**src/rtl/mtimer_multi.sv**
```systemverilog
// Multi-channel machine timer: shared prescaled mtime, NUM_CH compare/soft-irq channels, req/ack register bus.
// Bus access completes with bus_ack one cycle after acceptance; at most one access every two cycles, no stalls.
module mtimer_multi #(
  parameter int NUM_CH         = 2,
  parameter int TIME_WIDTH     = 64,
  parameter int PRESCALE_WIDTH = 16
) (
  input  logic              clk_timer,
  input  logic              rst,
  input  logic              bus_req,
  input  logic              bus_we,
  input  logic [15:0]       bus_addr,
  input  logic [31:0]       bus_wdata,
  output logic              bus_ack,
  output logic [31:0]       bus_rdata,
  output logic [NUM_CH-1:0] timer_irq,
  output logic [NUM_CH-1:0] soft_irq,
  output logic              tick
);

  typedef enum logic {S_IDLE, S_ACK} state_t;

  state_t                    state_q, state_d;
  logic [TIME_WIDTH-1:0]     mtime_q, mtime_d;
  logic [TIME_WIDTH-1:0]     cmp_q [NUM_CH];
  logic [TIME_WIDTH-1:0]     cmp_d [NUM_CH];
  logic [NUM_CH-1:0]         msip_q, msip_d;
  logic [NUM_CH-1:0]         tirq_q, tirq_d;
  logic [NUM_CH-1:0]         sirq_q;
  logic                      en_q, en_d;
  logic [PRESCALE_WIDTH-1:0] presc_q, presc_d;
  logic [PRESCALE_WIDTH-1:0] pc_q, pc_d;
  logic [31:0]               shadow_q, shadow_d;
  logic [31:0]               rdata_q, rdata_d;
  logic                      tick_q, fire, accept;
  logic                      is_msip, is_cmp, is_ctrl, is_presc, is_mlo, is_mhi;
  logic                      unused_addr;

  function automatic logic [TIME_WIDTH-1:0] put_word(input logic [TIME_WIDTH-1:0] cur,
                                                     input logic [31:0] w, input logic hi);
    logic [63:0] t;
    t = 64'(cur);
    if (hi) t[63:32] = w;
    else    t[31:0]  = w;
    return t[TIME_WIDTH-1:0];
  endfunction

  function automatic logic [31:0] get_word(input logic [TIME_WIDTH-1:0] cur, input logic hi);
    logic [63:0] t;
    t = 64'(cur);
    return hi ? t[63:32] : t[31:0];
  endfunction

  assign unused_addr = ^bus_addr[1:0];

  assign is_msip  = (bus_addr[15:14] == 2'b00);
  assign is_cmp   = (bus_addr[15:14] == 2'b01);
  assign is_ctrl  = (bus_addr[15:2] == 14'h2FFC);
  assign is_presc = (bus_addr[15:2] == 14'h2FFD);
  assign is_mlo   = (bus_addr[15:2] == 14'h2FFE);
  assign is_mhi   = (bus_addr[15:2] == 14'h2FFF);

  assign accept = (state_q == S_IDLE) && bus_req;
  assign fire   = en_q && (pc_q == presc_q);

  always_comb begin
    state_d  = S_IDLE;
    mtime_d  = mtime_q;
    cmp_d    = cmp_q;
    msip_d   = msip_q;
    en_d     = en_q;
    presc_d  = presc_q;
    pc_d     = pc_q;
    shadow_d = shadow_q;
    rdata_d  = '0;
    tirq_d   = '0;

    if (en_q) begin
      if (fire) begin
        pc_d    = '0;
        mtime_d = mtime_q + TIME_WIDTH'(1);
      end else begin
        pc_d = pc_q + PRESCALE_WIDTH'(1);
      end
    end

    for (int i = 0; i < NUM_CH; i++) begin
      tirq_d[i] = (mtime_q >= cmp_q[i]);
    end

    // Bus writes are applied after the counter update so a colliding mtime write wins.
    if (accept) begin
      state_d = S_ACK;
      for (int i = 0; i < NUM_CH; i++) begin
        if (is_msip && bus_addr[13:2] == 12'(i)) begin
          rdata_d = {31'd0, msip_q[i]};
          if (bus_we) msip_d[i] = bus_wdata[0];
        end
        if (is_cmp && bus_addr[13:3] == 11'(i)) begin
          rdata_d = get_word(cmp_q[i], bus_addr[2]);
          if (bus_we) cmp_d[i] = put_word(cmp_q[i], bus_wdata, bus_addr[2]);
        end
      end
      if (is_ctrl) begin
        rdata_d = {31'd0, en_q};
        if (bus_we) en_d = bus_wdata[0];
      end
      if (is_presc) begin
        rdata_d = 32'(presc_q);
        if (bus_we) begin
          presc_d = bus_wdata[PRESCALE_WIDTH-1:0];
          pc_d    = '0;
        end
      end
      // Low read latches the high half so a following high read is coherent.
      if (is_mlo) begin
        rdata_d = get_word(mtime_q, 1'b0);
        if (bus_we) mtime_d = put_word(mtime_q, bus_wdata, 1'b0);
        else        shadow_d = get_word(mtime_q, 1'b1);
      end
      if (is_mhi) begin
        rdata_d = shadow_q;
        if (bus_we) mtime_d = put_word(mtime_q, bus_wdata, 1'b1);
      end
    end
  end

  always_ff @(posedge clk_timer or negedge rst) begin
    if (!rst) begin
      state_q  <= S_IDLE;
      mtime_q  <= '0;
      for (int i = 0; i < NUM_CH; i++) cmp_q[i] <= '1;
      msip_q   <= '0;
      tirq_q   <= '0;
      sirq_q   <= '0;
      en_q     <= 1'b1;
      presc_q  <= '0;
      pc_q     <= '0;
      shadow_q <= '0;
      rdata_q  <= '0;
      tick_q   <= 1'b0;
    end else begin
      state_q  <= state_d;
      mtime_q  <= mtime_d;
      cmp_q    <= cmp_d;
      msip_q   <= msip_d;
      tirq_q   <= tirq_d;
      sirq_q   <= msip_q;
      en_q     <= en_d;
      presc_q  <= presc_d;
      pc_q     <= pc_d;
      shadow_q <= shadow_d;
      rdata_q  <= rdata_d;
      tick_q   <= fire;
    end
  end

  assign bus_ack   = (state_q == S_ACK);
  assign bus_rdata = rdata_q;
  assign timer_irq = tirq_q;
  assign soft_irq  = sirq_q;
  assign tick      = tick_q;

endmodule

```
**config.mk**
```make
export PLATFORM = sky130hd
export DESIGN_NAME = mtimer_multi
export DESIGN_NICKNAME = d
export VERILOG_FILES = /design/src/rtl/mtimer_multi.sv
export SDC_FILE = /design/constraint.sdc
export NUM_CORES = 1
export LEC_CHECK = 0
export BUFFER_PORTS_ARGS = -buffer_cell sky130_fd_sc_hd__buf_2
export CORE_MARGIN = 3
export CORE_UTILIZATION = 51
export DETAILED_ROUTE_END_ITERATION = 10
export PLACE_DENSITY_LB_ADDON = 0.12
export SLEW_MARGIN = 5
export SYNTH_ARGS = -nofsm -noshare
export SYNTH_HDL_FRONTEND = slang
export SYNTH_SLANG_ARGS = --single-unit
```
**constraint.sdc**
```tcl
create_clock -name clk_timer -period 7.8 [get_ports clk_timer]
set_clock_uncertainty 0.1 [all_clocks]
set_input_delay 1.56 -clock clk_timer [delete_from_list [all_inputs] [get_ports clk_timer]]
set_output_delay 1.56 -clock clk_timer [all_outputs]
set_load 0.02 [all_outputs]
```
==> results of run 1 <==
-- power groups by stage --
stage	logic, mW	registers [mW]	clock network [mW]
6_report	0.318	1.65	1.72
3_5_place_dp	0.314	1.67	0
2_1_floorplan	0.179	1.64	0
5_1_grt	0.356	1.65	1.82
4_1_cts	0.316	1.64	1.76
3_3_place_gp	0.305	1.67	0
-- routing by layer --
layer / vias to the layer above / wire length, microns / global-route usage
met1: 7196 / 23600 / 0.413
met5: - / 0 / 0
met2: 507 / 24000 / 0.454
met4: 0 / 1220 / 0.0757
met3: 84 / 3720 / 0.0539
li1: 6415 / - / -
-- path summary, 6_finish.rpt --
kind / start / endpoint / slack (ns) / cells after the start
setup / recovery: bus_addr[14] / mtime_q[48] / 2.85 / 8
hold / removal: msip_q[1] / soft_irq[1] / 0.32 / 0
setup reg to reg: cmp_q[53] / timer_irq[1] / 3.77 / 9
hold reg to reg: msip_q[1] / soft_irq[1] / 0.32 / 0
max in group asynchronous: rst / bus_rdata[12] / 5.19 / 2
min in group asynchronous: rst / bus_rdata[23] / 0.95 / 1
-- final cells by class --
class	count	area, sq um	area share
multi-input cells	1189	9420	0.473
well taps	448	561	0.0281
clock inverters	9	128	0.00640
inverters	141	529	0.0266
flip-flops and latches	297	7590	0.381
repair buffers	108	618	0.0310
clock buffers	57	1080	0.0542
-- kinds of logic after synthesis --
| group | after synthesis | share of synthesized area |
|---|---|---|
| AND/OR/NAND/NOR | 436 | 0.126 |
| adder cells (fa/ha/maj) | 130 | 0.0911 |
| AO/OA/AOI/OAI | 370 | 0.134 |
| multiplexers | 222 | 0.159 |
| XOR/XNOR | 31 | 0.0152 |
| flip-flops | 297 | 0.425 |
| buffers and inverters | 226 | 0.0487 |
-- state kept, by name, indices dropped and copies added, names as in the netlist --
signal and flops:
mtime_q 64, msip_q 2, en_q 1, bus_rdata 32, bus_ack 1, pc_q 16
soft_irq 2, timer_irq 2, presc_q 16, tick 1, shadow_q 32, cmp_q 128
-- placed cells by master (no fill, tap or decap), types with 18 or more instances in the layout --
master	instances
sky130_fd_sc_hd__clkbuf_16	37
sky130_fd_sc_hd__a211oi_1	24
sky130_fd_sc_hd__o21ai_0	75
sky130_fd_sc_hd__a21oi_1	112
sky130_fd_sc_hd__dfstp_2	129
sky130_fd_sc_hd__a21o_1	18
sky130_fd_sc_hd__nor2_1	126
sky130_fd_sc_hd__buf_2	85
sky130_fd_sc_hd__mux2_2	173
sky130_fd_sc_hd__xor2_1	27
sky130_fd_sc_hd__nand2_1	82
sky130_fd_sc_hd__and3_1	27
sky130_fd_sc_hd__a22oi_1	21
sky130_fd_sc_hd__mux4_2	32
sky130_fd_sc_hd__ha_1	130
sky130_fd_sc_hd__inv_1	141
sky130_fd_sc_hd__nand3_1	44
sky130_fd_sc_hd__o22ai_1	23
sky130_fd_sc_hd__nor3_1	32
sky130_fd_sc_hd__dfrtp_1	168
sky130_fd_sc_hd__buf_4	21
sky130_fd_sc_hd__o22a_1	22
sky130_fd_sc_hd__nand4_1	44
-- per-stage QoR --
| stage | setup WS, ns | power [mW] | utilization | std cells |
|---|---|---|---|---|
| finish | 2.85 | 3.69 | 0.586 | 2249 |
| global route | 2.79 | 3.83 | 0.586 | 2249 |
| CTS | 3.13 | 3.72 | 0.586 | 2249 |
| detailed placement | 2.56 | 1.98 | 0.550 | 2183 |
| global placement | 2.65 | 1.97 | 0.550 | 2183 |
| floorplan | 4.21 | 1.82 | - | 1712 |
-- worst max-delay path, delay by kind of cell --
kind | cells | cell delay (ns)
buffers and inverters | 2 | 0.55
and+or+nand+nor | 5 | 2.88
AOI/OAI and AO/OA | 1 | 0.26
==> metrics.md, run 1 <==
| Metric | Value |
|---|---|
| Number of distinct standard cells referenced by the synthesized netlist | around 80 |
| Instance area at placement | 18,700 sq um |
| Average wire per cell in the routed design | between 20 and 25 microns |
| DRT Pass-1 Iters | 6 |
| Dominant cell type by area after synthesis | sky130_fd_sc_hd__dfrtp_1 |
| Clock tree from TritonCTS | yes |
| FMAX | slightly above 200 MHz |
| CTS H-tree lvls | 2 |
| Pwr/cell area | between 150 and 200 nW/um^2 |
| Detailed-route via count | ~14,000 |
| Cell at the root of the clock tree | sky130_fd_sc_hd__clkbuf_16 |
| Nets in the synthesized netlist | ~1,900 |
| Total detailed-routing wirelength | roughly 53,000 microns |
| Mapped Avg Cell Area | between 10 and 15 sq um |
| CTS-repair resized insts | 0 |
| Via count of the first global-routing pass | ~14,000 |
| WP data required | roughly 8 ns |
| Cells after Synth | 1,712 |
| Number of antenna repair diodes | 0 |
| DRC errors left | 0 |
| Final weighted congestion in routability-driven placement | between 0.8 and 0.9 |
| CTS Buf Count | 36 |
| Proportion of power drawn by combinational gates | 0.086 |
| Measured slew at the worst slew-check pin | about 1.3 ns |
| Die height | slightly below 200 microns |
| Buffers inserted during post-CTS setup optimization | 0 |
| Dpl hpwl | approximately 36,000 microns |
| Max-capacitance violation count | 0 |
| Final setup TNS | 0 ns |
| CTS hold repair buffers | 0 |
| Total number of yosys warnings | 0 |
| Most frequent cells after synthesis | sky130_fd_sc_hd__mux2_2 (173), sky130_fd_sc_hd__dfrtp_1 (168), sky130_fd_sc_hd__inv_1 (141) |
| Reg clk slew, reported paths | 0.05 ns |
| Maximum number of pins on one net before global-route repair | ~170 |
| Switch Pwr | roughly 950 uW |
| Max-slew headroom | 0.158 |
| Global-route wire length before repair | between 80,000 and 90,000 microns |
| Top-level port count | 90 |
| Core footprint | 34,000 sq um |
| Top cell type's share of synthesized area | 0.236 |
| Unrepaired setup endpoints after global routing | no |
| Worst hold path type | flop to flop |
| P_int | ~2.7 mW |
| IR Drop Worst-Case VDD | 208 uV |
| Count of nets left with antenna violations after detail routing | 0 |
| Number of port buffers | 87 |
| Layout area overhead | 11.7% |
| Share of power burned in registers | 0.447 |
| Cell area after layout | approximately 20,000 sq um |
| Post-synthesis async set-or-reset flop share | 1.00 |
| Top cells by area, synth | sky130_fd_sc_hd__dfrtp_1 (24%), sky130_fd_sc_hd__dfstp_2 (19%), sky130_fd_sc_hd__mux2_2 (11%) |
| Relative contribution of the clock network to total power | 0.467 |
| Cell area after technology mapping | around 18,000 sq um |
| Overall die area | between 30,000 and 40,000 sq um |
| DRC violation total after the first TritonRoute iteration | 1,292 |
| Die X-Extent | 193 microns |
| Vias per std cell | 6.31 |
| Crit path max fanout | 37 |
| Total GRT Usage | 0.289 |
| Antenna violations before repair | 0 |
| Row count | between 60 and 70 |
| Worst Setup End Kind | flop |
| Kind of critical path | input port to flop |
| Final count of pins violating max slew | 0 |
| Result of the run | completed |
| Initial Util | 0.524 |
| Predominant post-synthesis flop cell | sky130_fd_sc_hd__dfrtp_1 |
| Number of failing setup endpoints in the final timing report | 0 |
| Ratio of cells with drive above 1 in the final layout | 0.293 |
| Slowest cell on the critical path | sky130_fd_sc_hd__nor2_4 |
| Cell with the most instances after synthesis | sky130_fd_sc_hd__mux2_2 |
| Post-route fraction of the period consumed by the critical path | 0.634 |
| TritonCTS Sinks | 297 |
| Flop and latch count out of synthesis | 297 |
| Clock buffer depth | 3 |
| Data arrival time at the worst-slack endpoint | between 5 and 6 ns |
| Proportion of synthesized chip area in sequential cells | 0.425 |
| Critical path's most frequent cell | sky130_fd_sc_hd__nor3_1 |
| Smallest hold slack | ~0.32 ns |
| Residual overflow from global routing | 0 |
| Clock insertion delay at the later pin of the skew report | about 0.55 ns |
| Worst path max stage delay | ~1.1 ns |
| EDFF count, synth | 0 |
| Critical path, cell by cell | buf_2 > nand4b_1 > nor3_1 > nand2_1 > nor2_4 > buf_4 > nor3_1 > a311oi_1 |
| Sw frac | 0.258 |
| Reported leakage power | approximately 8.6 nW |
| Worst Setup Start Kind | input port |
| Final number of hold-violating endpoints | 0 |
| Min Clock Period, post-route | roughly 5 ns |
| Fillers | just under 3,000 |
| Number of nets in the layout | a little under 2,000 |
(Power assumes the default switching activity.)
==> run 2: changes to the inputs <==
clock period = 4.8 ns   (was 7.8 ns; I/O delays follow)
==> run 2 against run 1 <==
Hold slack worse by 0.0071 ns. Wire length is 0.73% lower. Clock-buffer cell count is 4 lower. Combinational power is 62% higher. Flip-flop and latch count stayed put. First-iteration DRC count is 20% lower. Design area is 0.32% higher. Non-clock buffer count is 7 higher. Critical path type is now flop to flop. Largest cell class unchanged.
==> metrics.md, run 2 (synthesized netlist as in run 1, its figures left out) <==
| Metric | Value |
|---|---|
| IR Drop Worst-Case VDD | between 200 and 250 uV |
| Detailed-route via count | between 10,000 and 15,000 |
| Commonest cells after routing, fill and taps aside | sky130_fd_sc_hd__mux2_2 (173), sky130_fd_sc_hd__dfrtp_1 (168), sky130_fd_sc_hd__inv_1 (141), sky130_fd_sc_hd__ha_1 (130), sky130_fd_sc_hd__dfstp_2 (129) |
| Worst hold path type | flop to flop |
| Final number of hold-violating endpoints | 0 |
| Reported leakage power | roughly 8.7 nW |
| Clock buffer depth | 3 |
| Number of nets in the layout | 1,962 |
| Ratio of cells with drive above 1 in the final layout | 0.296 |
| Data arrival time at the worst-slack endpoint | around 3.9 ns |
| Worst Setup End Kind | flop |
| Cell at the root of the clock tree | sky130_fd_sc_hd__clkbuf_16 |
| TritonCTS Sinks | approximately 300 |
| Clock tree from TritonCTS | yes |
| Top-level port count | 90 |
| Number of placed cells counting well taps | 2,190 |
| Number of flip-flops in the largest register | roughly 130 |
| Worst Setup Start Kind | flop |
| CTS Buf Count | 36 |
| Max-slew headroom | 0.0889 |
| Kind of critical path | flop to flop |
| Row count | 67 |
| Global-route wire length before repair | ~81,000 microns |
| Unrepaired setup endpoints after global routing | no |
| DRC violation total after the first TritonRoute iteration | just over 1,000 |
| Layout area overhead | 12.1% |
| Min Clock Period, post-route | 3.51 ns |
| Final count of pins violating max slew | 0 |
| Overall die area | roughly 37,000 sq um |
| Reg2Reg Setup Slack | around 1.3 ns |
| Area taken by multi-input logic gates | approximately 9400 sq um |
| Maximum number of pins on one net before global-route repair | around 100 |
| Total GRT Usage | 0.284 |
| Critical Path Source | cmp_q[54] |
| FF/Latch Area | 7590 sq um |
| Biggest regs | cmp_q (128), mtime_q (64) |
| Max-capacitance violation count | 0 |
| Via count of the first global-routing pass | between 10,000 and 15,000 |
| Smallest hold slack | slightly above 0.3 ns |
| Number of port buffers | 87 |
| Most flops, register | cmp_q |
| Residual overflow from global routing | 0 |
| FMAX | between 200 and 300 MHz |
| Initial Util | 0.524 |
| Final weighted congestion in routability-driven placement | around 0.89 |
| Logic depth of the worst register-to-register path | 10 |
| Result of the run | completed |
| Buffers inserted during post-CTS setup optimization | 0 |
| Clock insertion delay at the later pin of the skew report | 0.53 ns |
| Final setup TNS | 0 ns |
| Reg clk slew, reported paths | roughly 0.06 ns |
| Number of failing setup endpoints in the final timing report | 0 |
| WP data required | 5.16 ns |
| Die height | 193 microns |
| Antenna violations before repair | 0 |
| Post-route fraction of the period consumed by the critical path | 0.731 |
| Dpl hpwl | approximately 36,000 microns |
| CTS-repair resized insts | 0 |
| Most common cell after layout, fill and taps aside | sky130_fd_sc_hd__mux2_2 |
| Fillers | between 2,000 and 3,000 |
| Number of antenna repair diodes | 0 |
| Average wire per cell in the routed design | ~23 microns |
| DRC errors left | 0 |
| Crit path max fanout | 4 |
| Total detailed-routing wirelength | around 52,000 microns |
| CTS hold repair buffers | 0 |
| Worst setup endpoint | timer_irq[1] |
| CTS H-tree lvls | 2 |
| Final non-filler cell total | about 2,300 |
| Measured slew at the worst slew-check pin | between 1 and 1.5 ns |
| Pwr/cell area | roughly 300 nW/um^2 |
| Die X-Extent | between 150 and 200 microns |
| Core footprint | between 30,000 and 40,000 sq um |
| Count of nets left with antenna violations after detail routing | 0 |
| DRT Pass-1 Iters | 5 |
| Launch point of the worst reg-to-reg path | cmp_q[54] |
| Vias per std cell | approximately 6.2 |
| Worst r2r dst | timer_irq[1] |
## run 2: changes by cell type in the layout (fill, tap and decap cells not counted), sizes merged
cell,previous run,this run
inv,143,144
buf,108,115
clkbuf,57,53
clkinvlp,0,2
## run 2: final cells by class
cell class | count | area share
clock buffers | 53 | 0.0523
clock inverters | 12 | 0.00745
inverters | 141 | 0.0265
multi-input cells | 1189 | 0.471
flip-flops and latches | 297 | 0.380
well taps | 448 | 0.0280
repair buffers | 115 | 0.0348
## run 2: worst min path at each step
stage	slack, ns	depth (start not counted)	startpoint	to
3_3_place_gp	0.30	0	msip_q[1]	soft_irq[1]
4_1_cts	0.31	0	msip_q[0]	soft_irq[0]
6_report	0.31	0	msip_q[0]	soft_irq[0]
5_1_grt	0.33	0	msip_q[0]	soft_irq[0]
2_1_floorplan	0.27	0	msip_q[0]	soft_irq[0]
3_5_place_dp	0.30	0	msip_q[0]	soft_irq[0]
## run 2: metrics by stage
| step | cell area [sq um] | power (mW) | util | setup slack, ns |
|---|---|---|---|---|
| after floorplan | 17800 | 2.96 | - | 1.81 |
| after global placement | 18800 | 3.20 | 0.552 | 1.06 |
| after detailed placement | 18800 | 3.22 | 0.552 | 1.05 |
| after CTS | 20000 | 6.00 | 0.588 | 1.33 |
| after global routing | 20000 | 6.19 | 0.588 | 1.18 |
| final | 20000 | 5.96 | 0.588 | 1.29 |
## run 2: metal layers
layer | wire length (microns) | GRT usage
met3 | 3110 | 0.0374
met2 | 23800 | 0.450
met1 | 24000 | 0.412
met5 | 0 | 0
met4 | 1250 | 0.0776
## run 2: critical path: stages, from the launching register on
cell and delay, ns:
sky130_fd_sc_hd__dfstp_2 0.54, sky130_fd_sc_hd__inv_1 0.05, sky130_fd_sc_hd__ha_1 0.29, sky130_fd_sc_hd__nand4_1 0.25
sky130_fd_sc_hd__nor4_1 0.38, sky130_fd_sc_hd__buf_4 0.20, sky130_fd_sc_hd__nor3b_1 0.49, sky130_fd_sc_hd__nand2_1 0.29
sky130_fd_sc_hd__a211o_1 0.30, sky130_fd_sc_hd__o221ai_1 0.37, sky130_fd_sc_hd__a21o_1 0.19
## run 2: report_power, final
group          internal [mW]  switching [mW]
combinational          0.180           0.335
clock                   1.68            1.09
sequential              2.56           0.119
